File: config.mk
export PLATFORM = sky130hd
export DESIGN_NAME = issue_sequencer
export DESIGN_NICKNAME = d
export VERILOG_FILES = /design/src/rtl/sched_pkg.sv /design/src/rtl/bundle_fifo.sv /design/src/rtl/issue_sequencer.sv
export SDC_FILE = /design/constraint.sdc
export NUM_CORES = 1
export LEC_CHECK = 0
export BUFFER_PORTS_ARGS = -buffer_cell sky130_fd_sc_hd__buf_2
export CAP_MARGIN = 25
export CORE_AREA = 2 2 150 299
export CTS_CLUSTER_SIZE = 12
export DETAILED_ROUTE_END_ITERATION = 10
export DIE_AREA = 0 0 152 301
export GPL_TIMING_DRIVEN = 0
export PLACE_DENSITY = 0.8
export SLEW_MARGIN = 0
export SYNTH_ARGS = -nofsm -noshare
export SYNTH_HDL_FRONTEND = slang
export SYNTH_SLANG_ARGS = --single-unit
File: constraint.sdc
create_clock -name clk -period 4.4 [get_ports clk]
set_clock_uncertainty 0.05 [all_clocks]
set_input_delay 0.44 -clock clk [delete_from_list [all_inputs] [get_ports clk]]
set_output_delay 0.44 -clock clk [all_outputs]
set_load 0.1 [all_outputs]
File: src/rtl/sched_pkg.sv
// Shared types and constants for the dual-issue front end.
// Bundle layout, queue entry type and issue FSM states.
package sched_pkg;

  localparam logic [6:0] OPC_JAL   = 7'b1101111;
  localparam logic [6:0] OPC_LOAD  = 7'b0000011;
  localparam logic [6:0] OPC_STORE = 7'b0100011;

  localparam int PC_A    = 0;
  localparam int INSTR_A = 32;
  localparam int PC_B    = 64;
  localparam int INSTR_B = 96;

  typedef struct packed {
    logic [127:0] bundle;
    logic         dual;
  } iss_entry_t;

  typedef enum logic {
    RUN      = 1'b0,
    REDIRECT = 1'b1
  } seq_state_e;

  function automatic logic is_dual(input logic [127:0] b);
    return |b[INSTR_B +: 32];
  endfunction

endpackage

File: src/rtl/bundle_fifo.sv
// In-order circular buffer of issue entries: up to 2 writes and 1 read
// per cycle. Ports: clear (sync), push_n (0..2), wr0/wr1, pop, head, count.
module bundle_fifo
  import sched_pkg::*;
#(
  parameter int DEPTH = 4,
  localparam int AW = $clog2(DEPTH),
  localparam int CW = AW + 1
) (
  input  logic          clk,
  input  logic          rst_n,
  input  logic          clear,
  input  logic [1:0]    push_n,
  input  iss_entry_t    wr0,
  input  iss_entry_t    wr1,
  input  logic          pop,
  output iss_entry_t    head,
  output logic [CW-1:0] count
);

  iss_entry_t    r_mem [DEPTH];
  logic [AW-1:0] r_wr;
  logic [AW-1:0] r_rd;
  logic [CW-1:0] r_count;
  logic [AW-1:0] w_wr1;

  assign w_wr1 = AW'(r_wr + 1'b1);

  always_ff @(posedge clk) begin
    if (!clear && push_n != 2'd0) begin
      r_mem[r_wr] <= wr0;
      if (push_n == 2'd2) begin
        r_mem[w_wr1] <= wr1;
      end
    end
  end

  always_ff @(posedge clk or negedge rst_n) begin
    if (!rst_n) begin
      r_wr    <= '0;
      r_rd    <= '0;
      r_count <= '0;
    end else if (clear) begin
      r_wr    <= '0;
      r_rd    <= '0;
      r_count <= '0;
    end else begin
      r_wr    <= AW'(r_wr + push_n);
      r_rd    <= AW'(r_rd + pop);
      r_count <= r_count + CW'(push_n) - CW'(pop);
    end
  end

  // Empty queue presents an all-zero entry.
  assign head  = (r_count != '0) ? r_mem[r_rd] : '0;
  assign count = r_count;

endmodule

File: src/rtl/issue_sequencer.sv
// Registered issue stage: scheduler decisions -> ordered queue -> decode,
// with fetch back-pressure and one-cycle JAL redirect. Opt: ISSUE_SEQ_PERF_EN.
module issue_sequencer
  import sched_pkg::*;
#(
  parameter int DEPTH = 4,
  parameter int XLEN  = 32,
  localparam int CW = $clog2(DEPTH) + 1
) (
  input  logic            clk,
  input  logic            rst_n,
  input  logic            sched_valid,
  input  logic [4*XLEN-1:0] sched_instr1,
  input  logic [4*XLEN-1:0] sched_instr2,
  input  logic            sched_write1,
  input  logic            sched_write2,
  input  logic            sched_jal,
  input  logic [XLEN-1:0] sched_jal_addr,
  input  logic            flush,
  output logic            fetch_stall,
  output logic            redirect_valid,
  output logic [XLEN-1:0] redirect_addr,
  output logic            iss_valid,
  input  logic            iss_ready,
  output logic [4*XLEN-1:0] iss_bundle,
  output logic            iss_dual,
`ifdef ISSUE_SEQ_PERF_EN
  output logic [31:0]     perf_dual,
  output logic [31:0]     perf_split,
  output logic [31:0]     perf_redirect,
`endif
  output logic [CW-1:0]   occupancy
);

  seq_state_e      r_state;
  seq_state_e      w_next;
  logic [XLEN-1:0] r_redirect_addr;
  logic            w_accept;
  logic            w_pop;
  logic [1:0]      w_push_n;
  iss_entry_t      w_e0;
  iss_entry_t      w_e1;
  iss_entry_t      w_head;
  logic [CW-1:0]   w_count;
  logic            w_unused;

  assign w_unused = ^sched_instr2[127:64];

  always_ff @(posedge clk or negedge rst_n) begin
    if (!rst_n) r_state <= RUN;
    else        r_state <= w_next;
  end

  always_comb begin
    w_next = r_state;
    unique case (r_state)
      RUN:      if (w_accept && sched_jal) w_next = REDIRECT;
      REDIRECT: w_next = RUN;
      default:  w_next = RUN;
    endcase
    if (flush) w_next = RUN;
  end

  // Stall uses registered count; a same-cycle pop does not free space.
  always_comb begin
    redirect_valid = (r_state == REDIRECT);
    fetch_stall    = redirect_valid | (w_count > CW'(DEPTH - 2));
  end

  assign w_accept = sched_valid & ~fetch_stall & ~flush;
  assign w_pop    = iss_valid & iss_ready & ~flush;

  always_comb begin
    w_push_n = 2'd0;
    w_e0     = '0;
    w_e1     = '0;
    unique case (1'b1)
      w_accept & sched_write2: begin
        w_push_n = 2'd2;
        w_e0     = '{bundle: {64'd0, sched_instr1[63:0]}, dual: 1'b0};
        w_e1     = '{bundle: {64'd0, sched_instr2[63:0]}, dual: 1'b0};
      end
      w_accept & sched_write1 & ~sched_write2: begin
        w_push_n = 2'd1;
        w_e0     = '{bundle: sched_instr1, dual: is_dual(sched_instr1)};
      end
      default: ;
    endcase
  end

  always_ff @(posedge clk or negedge rst_n) begin
    if (!rst_n)                    r_redirect_addr <= '0;
    else if (w_accept && sched_jal) r_redirect_addr <= sched_jal_addr;
  end

  bundle_fifo #(.DEPTH(DEPTH)) u_fifo (
    .clk    (clk),
    .rst_n  (rst_n),
    .clear  (flush),
    .push_n (w_push_n),
    .wr0    (w_e0),
    .wr1    (w_e1),
    .pop    (w_pop),
    .head   (w_head),
    .count  (w_count)
  );

  assign redirect_addr = r_redirect_addr;
  assign iss_valid     = (w_count != '0);
  assign iss_bundle    = w_head.bundle;
  assign iss_dual      = w_head.dual;
  assign occupancy     = w_count;

`ifdef ISSUE_SEQ_PERF_EN
  logic [31:0] r_perf_dual;
  logic [31:0] r_perf_split;
  logic [31:0] r_perf_redir;

  always_ff @(posedge clk or negedge rst_n) begin
    if (!rst_n) begin
      r_perf_dual  <= '0;
      r_perf_split <= '0;
      r_perf_redir <= '0;
    end else begin
      if (w_pop && iss_dual && r_perf_dual != '1)
        r_perf_dual <= r_perf_dual + 1'b1;
      if (w_accept && sched_write2 && r_perf_split != '1)
        r_perf_split <= r_perf_split + 1'b1;
      if (r_state == RUN && w_next == REDIRECT && r_perf_redir != '1)
        r_perf_redir <= r_perf_redir + 1'b1;
    end
  end

  assign perf_dual     = r_perf_dual;
  assign perf_split    = r_perf_split;
  assign perf_redirect = r_perf_redir;
`endif

endmodule

## Word-level counts from Yosys, hierarchy flattened

Memories as Yosys holds them, arrays and structs flattened.
Index checks and enable logic that the tools add are counted.

| storage, ports and cells | value |
|---|---|
| output and inout bits | 167 |
| bits in writable memories | 516 |
| memory bits (read-only) | 0 |
| memories | 1 |
| flip-flop bits (word level) | 40 |
| word-level logic and storage cells | 46 |
| bits in latches | 0 |

Memory list:

| name | depth | width | rd ports | clocked after memory_dff | write ports | RTL line | source |
|---|---|---|---|---|---|---|---|
| u_fifo.r_mem | 4 | 129 | 1 | 0 | 2 | bundle_fifo.sv:21 | `iss_entry_t r_mem [DEPTH];` |

| operators by class | value |
|---|---|
| bitwise gates (word level) | 12 |
| add/subtract/negate cells | 5 |
| reduce and logical (&&, ||, !) cells | 6 |
| div/mod/pow operators | 0 |
| multipliers | 0 |
| shifts and indexed selects | 0 |
| equality and inequality tests | 1 |
| muxes and demuxes | 15 |
| order comparisons | 1 |

Operators by type and width:

| operator | count |
|---|---|
| 129-bit one-hot mux with 2 select lines | 1 |
| 129-bit 2-to-1 mux | 1 |
| 65-bit 2-to-1 mux | 1 |
| 32-bit OR reduction | 1 |
| 1-bit bitwise AND | 7 |
| 1-bit 2-to-1 mux | 7 |
| 2-bit 2-to-1 mux | 2 |
| 1-bit NOT | 4 |
| 2-bit one-hot mux with 2 select lines | 1 |
| 3-bit by 2-bit adder with 3-bit output | 1 |
| 3-bit by 2-bit > comparator with 1-bit output, second input constant | 1 |
| 3-bit 2-to-1 mux | 1 |
| 3-bit nonzero test | 1 |
| 3-bit by 1-bit subtractor with 3-bit output | 1 |
| 2-bit by 1-bit adder with 2-bit output | 1 |
| 2-bit by 1-bit adder with 2-bit output, second input constant | 1 |
| 2-bit adder | 1 |
| 2-bit equality test, second input constant | 1 |
| 1-bit logical AND | 2 |
| 1-bit one-hot mux with 2 select lines | 1 |
| 2-bit nonzero test | 1 |
| 1-bit logical NOT | 1 |
| 1-bit bitwise OR | 1 |

## Depth between registers and ports, before layout

Gate-level depths: netlist of run 1.

| depth | value |
|---|---|
| depth in word-level cells | 12 |
| depth in mapped cells | 13 |

## Modules after synthesis

A second synthesis of run 1 with hierarchy kept.

| second synthesis, totals | value |
|---|---|
| cells, all modules | 1739 |
| area total of the unflattened synthesis | 29215.5 um^2 |

By module, submodules not included:

| module | instances | area each (um^2) | cells an instance |
|---|---|---|---|
| bundle_fifo | 1 | 26506.7 | 1436 |
| issue_sequencer | 1 | 2708.8 | 303 |

## Worst setup path before layout of run 1

Ideal clock, no wire load.

| path | value |
|---|---|
| path type | reg-to-reg |
| start point | register u_fifo.r_count[0], in the netlist u_fifo.count[0] |
| end point | memory u_fifo.r_mem[2][10] (netlist bit) (enable) |
| setup time | 0.418 ns |
| data arrival time | 3.427 ns |
| stages on the path, launching flop included | 7 |
| path buffers | 2 |
| period minus slack after synthesis | 3.895 ns |
| path slack | 0.505 ns |
| cells stage by stage | dfrtp_1 a211o_1 buf_4 nor4_2 nor2_1 clkbuf_1 inv_1 |

RTL lines:

| what | RTL line | source |
|---|---|---|
| start: declaration | bundle_fifo.sv:24 | `logic [CW-1:0] r_count;` |
| start signal: assignment | bundle_fifo.sv:50 | `r_count <= r_count + CW'(push_n) - CW'(pop);` |
| end: declaration | bundle_fifo.sv:21 |  |

## Worst setup path after layout of run 1

| path | value |
|---|---|
| start point | register u_fifo.r_count[2], in the netlist u_fifo.count[2] |
| end point | output iss_bundle[72] |

| between the ends | value |
|---|---|
| cells in the longest elaborated chain, start to end | 2 |

RTL lines:

| what | RTL line | source |
|---|---|---|
| 3-bit nonzero test | bundle_fifo.sv:55 | `assign head = (r_count != '0) ? r_mem[r_rd] : '0;` |
| 129-bit 2-to-1 mux | bundle_fifo.sv:55 |  |
| end: declaration | issue_sequencer.sv:25 | `output logic [4*XLEN-1:0] iss_bundle,` |

Every way passes these cells.

==> impl_summary.txt, run 1 <==
----------------------------------------------------
[Status]
  Status ... completed

[Layout]
  Synth-to-layout area growth ... 18.0%
  Non-filler instance count after layout ... 2,679
  Number of nets at the end of the flow ... 2,380
  Most common cell after layout, fill and taps aside ... sky130_fd_sc_hd__buf_2
  Final cell area excluding filler cells ... 0.0285 mm²
  Fraction of final layout cells sized beyond drive strength 1 ... 0.355
  Leading cell types in the layout, fill and taps excluded ... sky130_fd_sc_hd__buf_2, sky130_fd_sc_hd__dfxtp_1, sky130_fd_sc_hd__a22o_1, sky130_fd_sc_hd__a32o_1, sky130_fd_sc_hd__edfxtp_1

[STA]
  Worst Setup Slack, final ... 0.418 ns
  Crit share post-route ... 0.905
  TNS Setup ... 0 ns
  Final setup violating endpoints ... 0
  Worst slew margin ... 0.274
  Worst-margin pin slew ... 1.09 ns
  Number of max-slew violations in the final report ... 0
  Unrepaired setup endpoints after global routing ... false
  FMAX ... 0.251 GHz
  Worst hold slack after final layout ... 0.0390 ns
  Final hold viol count ... 0
  Min Tclk post-route ... 3.98 ns

[Route]
  Avg WL per Cell ... ~28 µm
  Drc violations ... 0
  Via total after detailed routing ... ~18,000
  Via density per instance ... 6.86
  Final wirelength ... 76,100 µm
  Detailed-routing iteration count for the pre-antenna-repair pass ... 6
  1st-iter DRT viols ... 1,577
  Remaining number of nets flagged by the antenna check after routing ... 0

[Place]
  Detailed Place HPWL ... 54,300 µm
  Port Buffer Count ... between 300 and 400
  Placer's final routability congestion estimate ... between 0.9 and 1
  Post-placement worst setup slack ... 1.03 ns
  Total cell area at the placement stage ... ~0.027 mm²
  Cell count after placement ... 2,572

[Floorplanning]
  DIE AREA ... 0.0458 mm²
  Die extent in x ... 152 µm
  Core Rows ... 108
  Effective utilization at floorplan ... 0.556
  Area of the core ... 0.0434 mm²
  Vertical die dimension ... 301 µm
  # IOs ... about 460

[Critical path]
  Crit path DAT ... about 3.5 ns
  Type of destination of the critical path ... output pin
  Setup CP Type ... register to output pin
  Maximum fanout along the worst path ... 10
  Crit. Startpoint ... u_fifo.count[2]
  Critical path startpoint category ... register
  Req. time, crit path ... 3.91 ns
  Worst reg2reg path startpoint ... redirect_valid

[Synth]
  Post-synthesis instance total ... 1,620
  Total standard cell area after synthesis ... 0.0241 mm²
  Asr flop ratio synth ... 0.0719
  Portion of the post-synthesis area used by sequential elements ... 0.576
  Flop and latch count out of synthesis ... 556
  Yosys cell types ... 31
  Per-instance average area after synthesis ... 14.9 µm²
  Top FF cell, synth ... sky130_fd_sc_hd__dfxtp_1
  Number of synthesis warnings ... 0
  Post-synthesis net count ... 1,922
  Number of enable-type register cells in the synthesized netlist ... 256

[Global route]
  Overall fraction of global-route tracks in use ... 0.324
  Vias in the first global route ... 19,312
  Global-route congestion overflow total ... 0
  Number of antenna violations at the first check in global routing ... 29
  Pin count of the biggest net entering global routing ... 43
  First-pass GRT wire length ... between 100,000 and 150,000 µm

[Min path]
  Class of the worst hold path ... input port to register
  Worst hold path startpoint ... sched_jal_addr[3]

[Clock network]
  Total of cells resized after clock tree synthesis ... 0
  TritonCTS clock tree ... yes
  Cell at the root of the clock tree ... sky130_fd_sc_hd__clkbuf_16
  Insertion delay of the later-clocked pin in the worst-skew pair ... slightly below 0.6 ns
  Deepest clock path buffer count ... 3
  Clock buffer count from CTS ... 52
  # clock sinks ... 556
  Maximum level of the CTS H-tree ... 2
  Clk pin slew, worst setup/hold paths ... 0.07 ns
  Setup fix buffers added after clock tree synthesis ... 0

[Power]
  Internal power summed over all cells ... 9060 µW
  Switching share of power ... 0.412
  Maximum vdd drop ... approximately 900 µV
  Net switching power figure ... 6340 µW
  Proportion of power drawn by the clock network ... 0.267
  Part of the power in registers ... 0.382
  Share of power burned in combinational logic ... 0.351
  Power Dens Cells ... 541 mW/mm²
  Leakage power of the design ... 0.0108 µW

[Job]
  Number of maximum-capacitance constraint violations ... 0

----------------------------------------------------
## Yosys cell counts (4+ instances only)
cell type	n	share of area
sky130_fd_sc_hd__buf_2	117	0.024
sky130_fd_sc_hd__inv_1	11	0.0017
sky130_fd_sc_hd__edfxtp_1	256	0.32
sky130_fd_sc_hd__dfrtp_1	40	0.041
sky130_fd_sc_hd__a32o_1	256	0.11
sky130_fd_sc_hd__nor4_1	13	0.0034
sky130_fd_sc_hd__dfxtp_1	260	0.22
sky130_fd_sc_hd__mux2_2	32	0.015
sky130_fd_sc_hd__and2_1	129	0.033
sky130_fd_sc_hd__xnor2_1	4	0.0015
sky130_fd_sc_hd__a22o_1	256	0.093
sky130_fd_sc_hd__mux4_2	129	0.12
sky130_fd_sc_hd__buf_1	22	0.0034
sky130_fd_sc_hd__ha_1	5	0.0026
sky130_fd_sc_hd__nor2_1	11	0.0017
sky130_fd_sc_hd__clkbuf_1	47	0.0073
sky130_fd_sc_hd__nand2_1	7	0.0011
sky130_fd_sc_hd__o2bb2ai_1	4	0.0015
## critical path, stage by stage, from the launching register on
cell and delay (ns):
sky130_fd_sc_hd__dfrtp_1 0.41, sky130_fd_sc_hd__or3_1 0.40, sky130_fd_sc_hd__clkbuf_1 0.83, sky130_fd_sc_hd__clkbuf_1 0.50
sky130_fd_sc_hd__and2_1 0.30, sky130_fd_sc_hd__buf_2 0.46
## per-layer routing
layer / track usage / routed length, µm
met4: 0.189 / 4340
met2: 0.591 / 40700
met5: 0 / 147
met1: 0.344 / 24500
met3: 0.0669 / 6450
## cells by family (layout without fill, tap and decap cells)
kind of cell               after synthesis  after routing  synth area share
DFF                                    556            556             0.576
AOI/OAI and AO/OA                      517            517             0.201
buffers and inverters                  199            684            0.0373
and+or+nand+nor                        176            176            0.0452
muxes                                  161            161             0.135
adders and majority gates                6              6           0.00342
xor gates and xnor gates                 5              5           0.00182
other                                    0             24                 0
## what timing repair did
action / CTS / global route
endpoints found under the hold margin: 40 / 0
hold buffers: 1 / 0
setup endpoints to repair: 0 / 0
## stage by stage
step           total power [µW]   util
6_report                  15400  0.656
3_5_place_dp              11400  0.621
4_1_cts                   15400  0.654
2_1_floorplan             10200      -
5_1_grt                   15800  0.656
3_3_place_gp              11300  0.618
## sequential cells by signal (all words and copies together) (netlist names)
signal / cells
redirect_addr: 32
redirect_valid: 1
u_fifo.count: 3
u_fifo.r_mem: 516
u_fifo.r_rd: 2
u_fifo.r_wr: 2
## layout make-up
| cell class | count | area (µm²) |
|---|---|---|
| Fill cell | 3183 | 14900 |
| Sequential cell | 556 | 13900 |
| Multi-Input combinational cell | 865 | 9330 |
| Timing Repair Buffer | 404 | 2130 |
| Clock buffer | 77 | 1400 |
| Buffer | 188 | 860 |
| Tap cell | 550 | 688 |
| Antenna cell | 24 | 60.1 |
| Clock inverter | 4 | 58.8 |
| Inverter | 11 | 51.3 |
## final timing paths
kind	endpoint	slack (ns)	cells after the start
hold / removal	redirect_addr[3]	0.04	2
setup reg to reg	u_fifo.count[2]	1.12	13
setup / recovery	iss_bundle[72]	0.42	5
max in group asynchronous	u_fifo.r_rd[1]	3.76	3
hold reg to reg	u_fifo.r_mem[2][82]	0.41	1
min in group asynchronous	redirect_addr[6]	0.13	2
## power groups by stage
stage | combinational, µW | sequential, µW | clock (µW)
after floorplan | 3160 | 7000 | 0
after global placement | 5330 | 5970 | 0
after detailed placement | 5400 | 5980 | 0
after CTS | 5410 | 5880 | 4140
after global routing | 5580 | 5910 | 4320
final | 5400 | 5880 | 4110
Note: power is estimated with default switching activity, not from simulation.
==> run 2: changes to the inputs <==
--- a/config.mk
+++ b/config.mk
@@ -12,7 +12,7 @@
 export DETAILED_ROUTE_END_ITERATION = 10
 export DIE_AREA = 0 0 152 301
 export GPL_TIMING_DRIVEN = 0
-export PLACE_DENSITY = 0.8
+export PLACE_DENSITY = 0.88
 export SLEW_MARGIN = 0
 export SYNTH_ARGS = -nofsm -noshare
 export SYNTH_HDL_FRONTEND = slang
==> run 2 against run 1 <==
Clock power is essentially flat; count of clock-buffer cells in the layout shrank 6; final cell count is essentially flat; sequential power is essentially flat; non-clock buffer count grew 2; total power grew 0.38%; final area grew 0.16%; maximum frequency grew 0.83%; worst hold slack lost 0.013 ns; via count grew 1.6%; register-to-register slack lost 0.06 ns; sequential share of layout area shrank 0.077 points; critical path type unchanged.
==> impl_summary.txt, run 2 (same netlist as run 1, synthesis figures left out) <==
----------------------------------------------------
[Clock network]
  Insertion delay of the later-clocked pin in the worst-skew pair ... approximately 0.60 ns
  Clock buffer count from CTS ... 53
  Deepest clock path buffer count ... 3
  TritonCTS clock tree ... yes
  Cell at the root of the clock tree ... sky130_fd_sc_hd__clkbuf_16
  Total of cells resized after clock tree synthesis ... 0
  # clock sinks ... 556
  Clk pin slew, worst setup/hold paths ... 0.06 ns
  Maximum level of the CTS H-tree ... 2

[Place]
  Port Buffer Count ... 398
  Total cell area at the placement stage ... 0.0269 mm²
  Cell count after placement ... 2,573
  Detailed Place HPWL ... 55,700 µm
  Placer's final routability congestion estimate ... 0.940

[Global route]
  Overall fraction of global-route tracks in use ... 0.330
  First-pass GRT wire length ... 115,000 µm
  Pin count of the biggest net entering global routing ... 44
  Vias in the first global route ... 19,187
  Global-route congestion overflow total ... 0
  Number of antenna violations at the first check in global routing ... 33

[STA]
  Worst-margin pin slew ... 1.14 ns
  Unrepaired setup endpoints after global routing ... false
  Worst hold slack after final layout ... ~0.026 ns
  Min Tclk post-route ... ~4 ns
  FMAX ... between 0.2 and 0.3 GHz
  Worst slew margin ... 0.240
  Crit share post-route ... 0.898
  Final setup violating endpoints ... 0
  Number of max-slew violations in the final report ... 0
  Final hold viol count ... 0

[Layout]
  Max FFs per register ... around 520
  Synth-to-layout area growth ... 18.2%
  Register with the most flip-flops ... u_fifo.r_mem
  Register area ... 0.0139 mm²
  Non-filler instance count after layout ... 2,680
  Number of nets at the end of the flow ... 2,383
  Final cell area excluding filler cells ... 0.0285 mm²
  Fraction of final layout cells sized beyond drive strength 1 ... 0.357
  Leading cell types in the layout, fill and taps excluded ... sky130_fd_sc_hd__buf_2, sky130_fd_sc_hd__dfxtp_1, sky130_fd_sc_hd__a22o_1, sky130_fd_sc_hd__a32o_1, sky130_fd_sc_hd__edfxtp_1
  # fillers ... 3,127
  Most common cell after layout, fill and taps aside ... sky130_fd_sc_hd__buf_2
  Area of the multi-input gates ... slightly above 0.009 mm²

[Min path]
  Destination of the worst hold path ... redirect_addr[23]
  Worst hold path startpoint ... sched_jal_addr[23]
  Hold Path Stages ... 2
  Class of the worst hold path ... input port to register

[Critical path]
  Worst reg2reg path startpoint ... u_fifo.count[1]
  End of the worst register-to-register path ... u_fifo.r_mem[3][22]
  Critical path startpoint category ... register
  Crit path DAT ... 3.46 ns
  Type of destination of the critical path ... output pin
  Number of cells traversed by the worst register-to-register path ... 7
  Maximum fanout along the worst path ... 10
  Setup CP Type ... register to output pin
  R2R Setup Slk ... 1.06 ns
  Req. time, crit path ... 3.91 ns

[Route]
  Via density per instance ... 6.97
  Detailed-routing iteration count for the pre-antenna-repair pass ... 5
  Drc violations ... 0
  1st-iter DRT viols ... roughly 1,800
  Avg WL per Cell ... between 20 and 30 µm
  Remaining number of nets flagged by the antenna check after routing ... 0
  Via total after detailed routing ... ~19,000
  Final wirelength ... 78,200 µm

[Floorplanning]
  # IOs ... around 460
  Vertical die dimension ... 301 µm
  Area of the core ... 0.0434 mm²
  Core Rows ... 108
  DIE AREA ... 0.0458 mm²
  Die extent in x ... 152 µm
  Effective utilization at floorplan ... 0.556

[Power]
  Power Dens Cells ... between 500 and 600 mW/mm²
  Leakage power of the design ... approximately 0.011 µW
  Maximum vdd drop ... 534 µV
  Total power consumption of the routed design ... 15,500 µW

[Status]
  Status ... completed

[Job]
  Number of maximum-capacitance constraint violations ... 0

----------------------------------------------------
run 2: cell count changes in the layout (fill, tap and decap cells not counted), moves of 2 or more:
cell                            change
sky130_fd_sc_hd__clkbuf_16          +2
sky130_fd_sc_hd__diode_2            +3
sky130_fd_sc_hd__dlygate4sd3_1      +2
sky130_fd_sc_hd__clkbuf_1           -8
sky130_fd_sc_hd__clkinv_2           +2
run 2: worst max-delay path by stage:
stage	startpoint	to	slack, ns	cells past startpoint
2_1_floorplan	u_fifo.count[0]	u_fifo.r_mem[2][10]	0.50	6
3_3_place_gp	u_fifo.count[1]	u_fifo.r_mem[0][18]	-0.58	6
3_5_place_dp	u_fifo.count[1]	u_fifo.count[2]	1.10	13
4_1_cts	u_fifo.r_rd[1]	iss_bundle[63]	0.51	5
5_1_grt	u_fifo.r_rd[1]	iss_bundle[63]	0.39	5
6_report	u_fifo.r_rd[1]	iss_bundle[63]	0.45	5
run 2: metrics by stage:
| stage | utilization | setup TNS [ns] | setup WS [ns] |
|---|---|---|---|
| finish | 0.657 | 0 | 0.450 |
| global route | 0.657 | 0 | 0.389 |
| CTS | 0.656 | 0 | 0.514 |
| detailed placement | 0.621 | 0 | 1.10 |
| global placement | 0.618 | -140.76 | -0.583 |
| floorplan | - | 0 | 0.505 |
run 2: layout make-up:
class | count | share of cell area
clock buffer | 71 | 0.0496
clock inverter | 6 | 0.00215
antenna | 27 | 0.00237
buffer | 188 | 0.0301
timing repair buffer | 406 | 0.0753
tap | 550 | 0.0241
inverter | 11 | 0.00180
sequential | 556 | 0.487
multi-input combinational | 865 | 0.327
run 2: what timing repair did:
action | in CTS | in global routing
endpoints found under the hold margin | 42 | 0
setup endpoints to repair | 0 | 0
hold buffers | 3 | 0
buffers inserted | 0 | 0
run 2: worst max-delay path, cell delays in order (launching register included):
cell and delay, ns:
sky130_fd_sc_hd__dfrtp_1 0.40, sky130_fd_sc_hd__clkbuf_1 0.86, sky130_fd_sc_hd__clkbuf_1 0.60, sky130_fd_sc_hd__mux4_2 0.33, sky130_fd_sc_hd__and2_1 0.21, sky130_fd_sc_hd__buf_2 0.46
run 2: power by group:
group	internal, µW	switching, µW
Clock	2230	1910
Combinational	1110	4320
Sequential	5730	153
Total	9080	6380
run 2: routing by layer:
metal | global-route usage | vias up | wire [µm] | share of wire
met4 | 0.188 | 14 | 4690 | 0.060
met5 | 0 | - | 81 | 0.0010
li1 | - | 7693 | - | -
met3 | 0.0664 | 278 | 7250 | 0.093
met1 | 0.358 | 9397 | 25000 | 0.32
met2 | 0.597 | 1290 | 41200 | 0.53
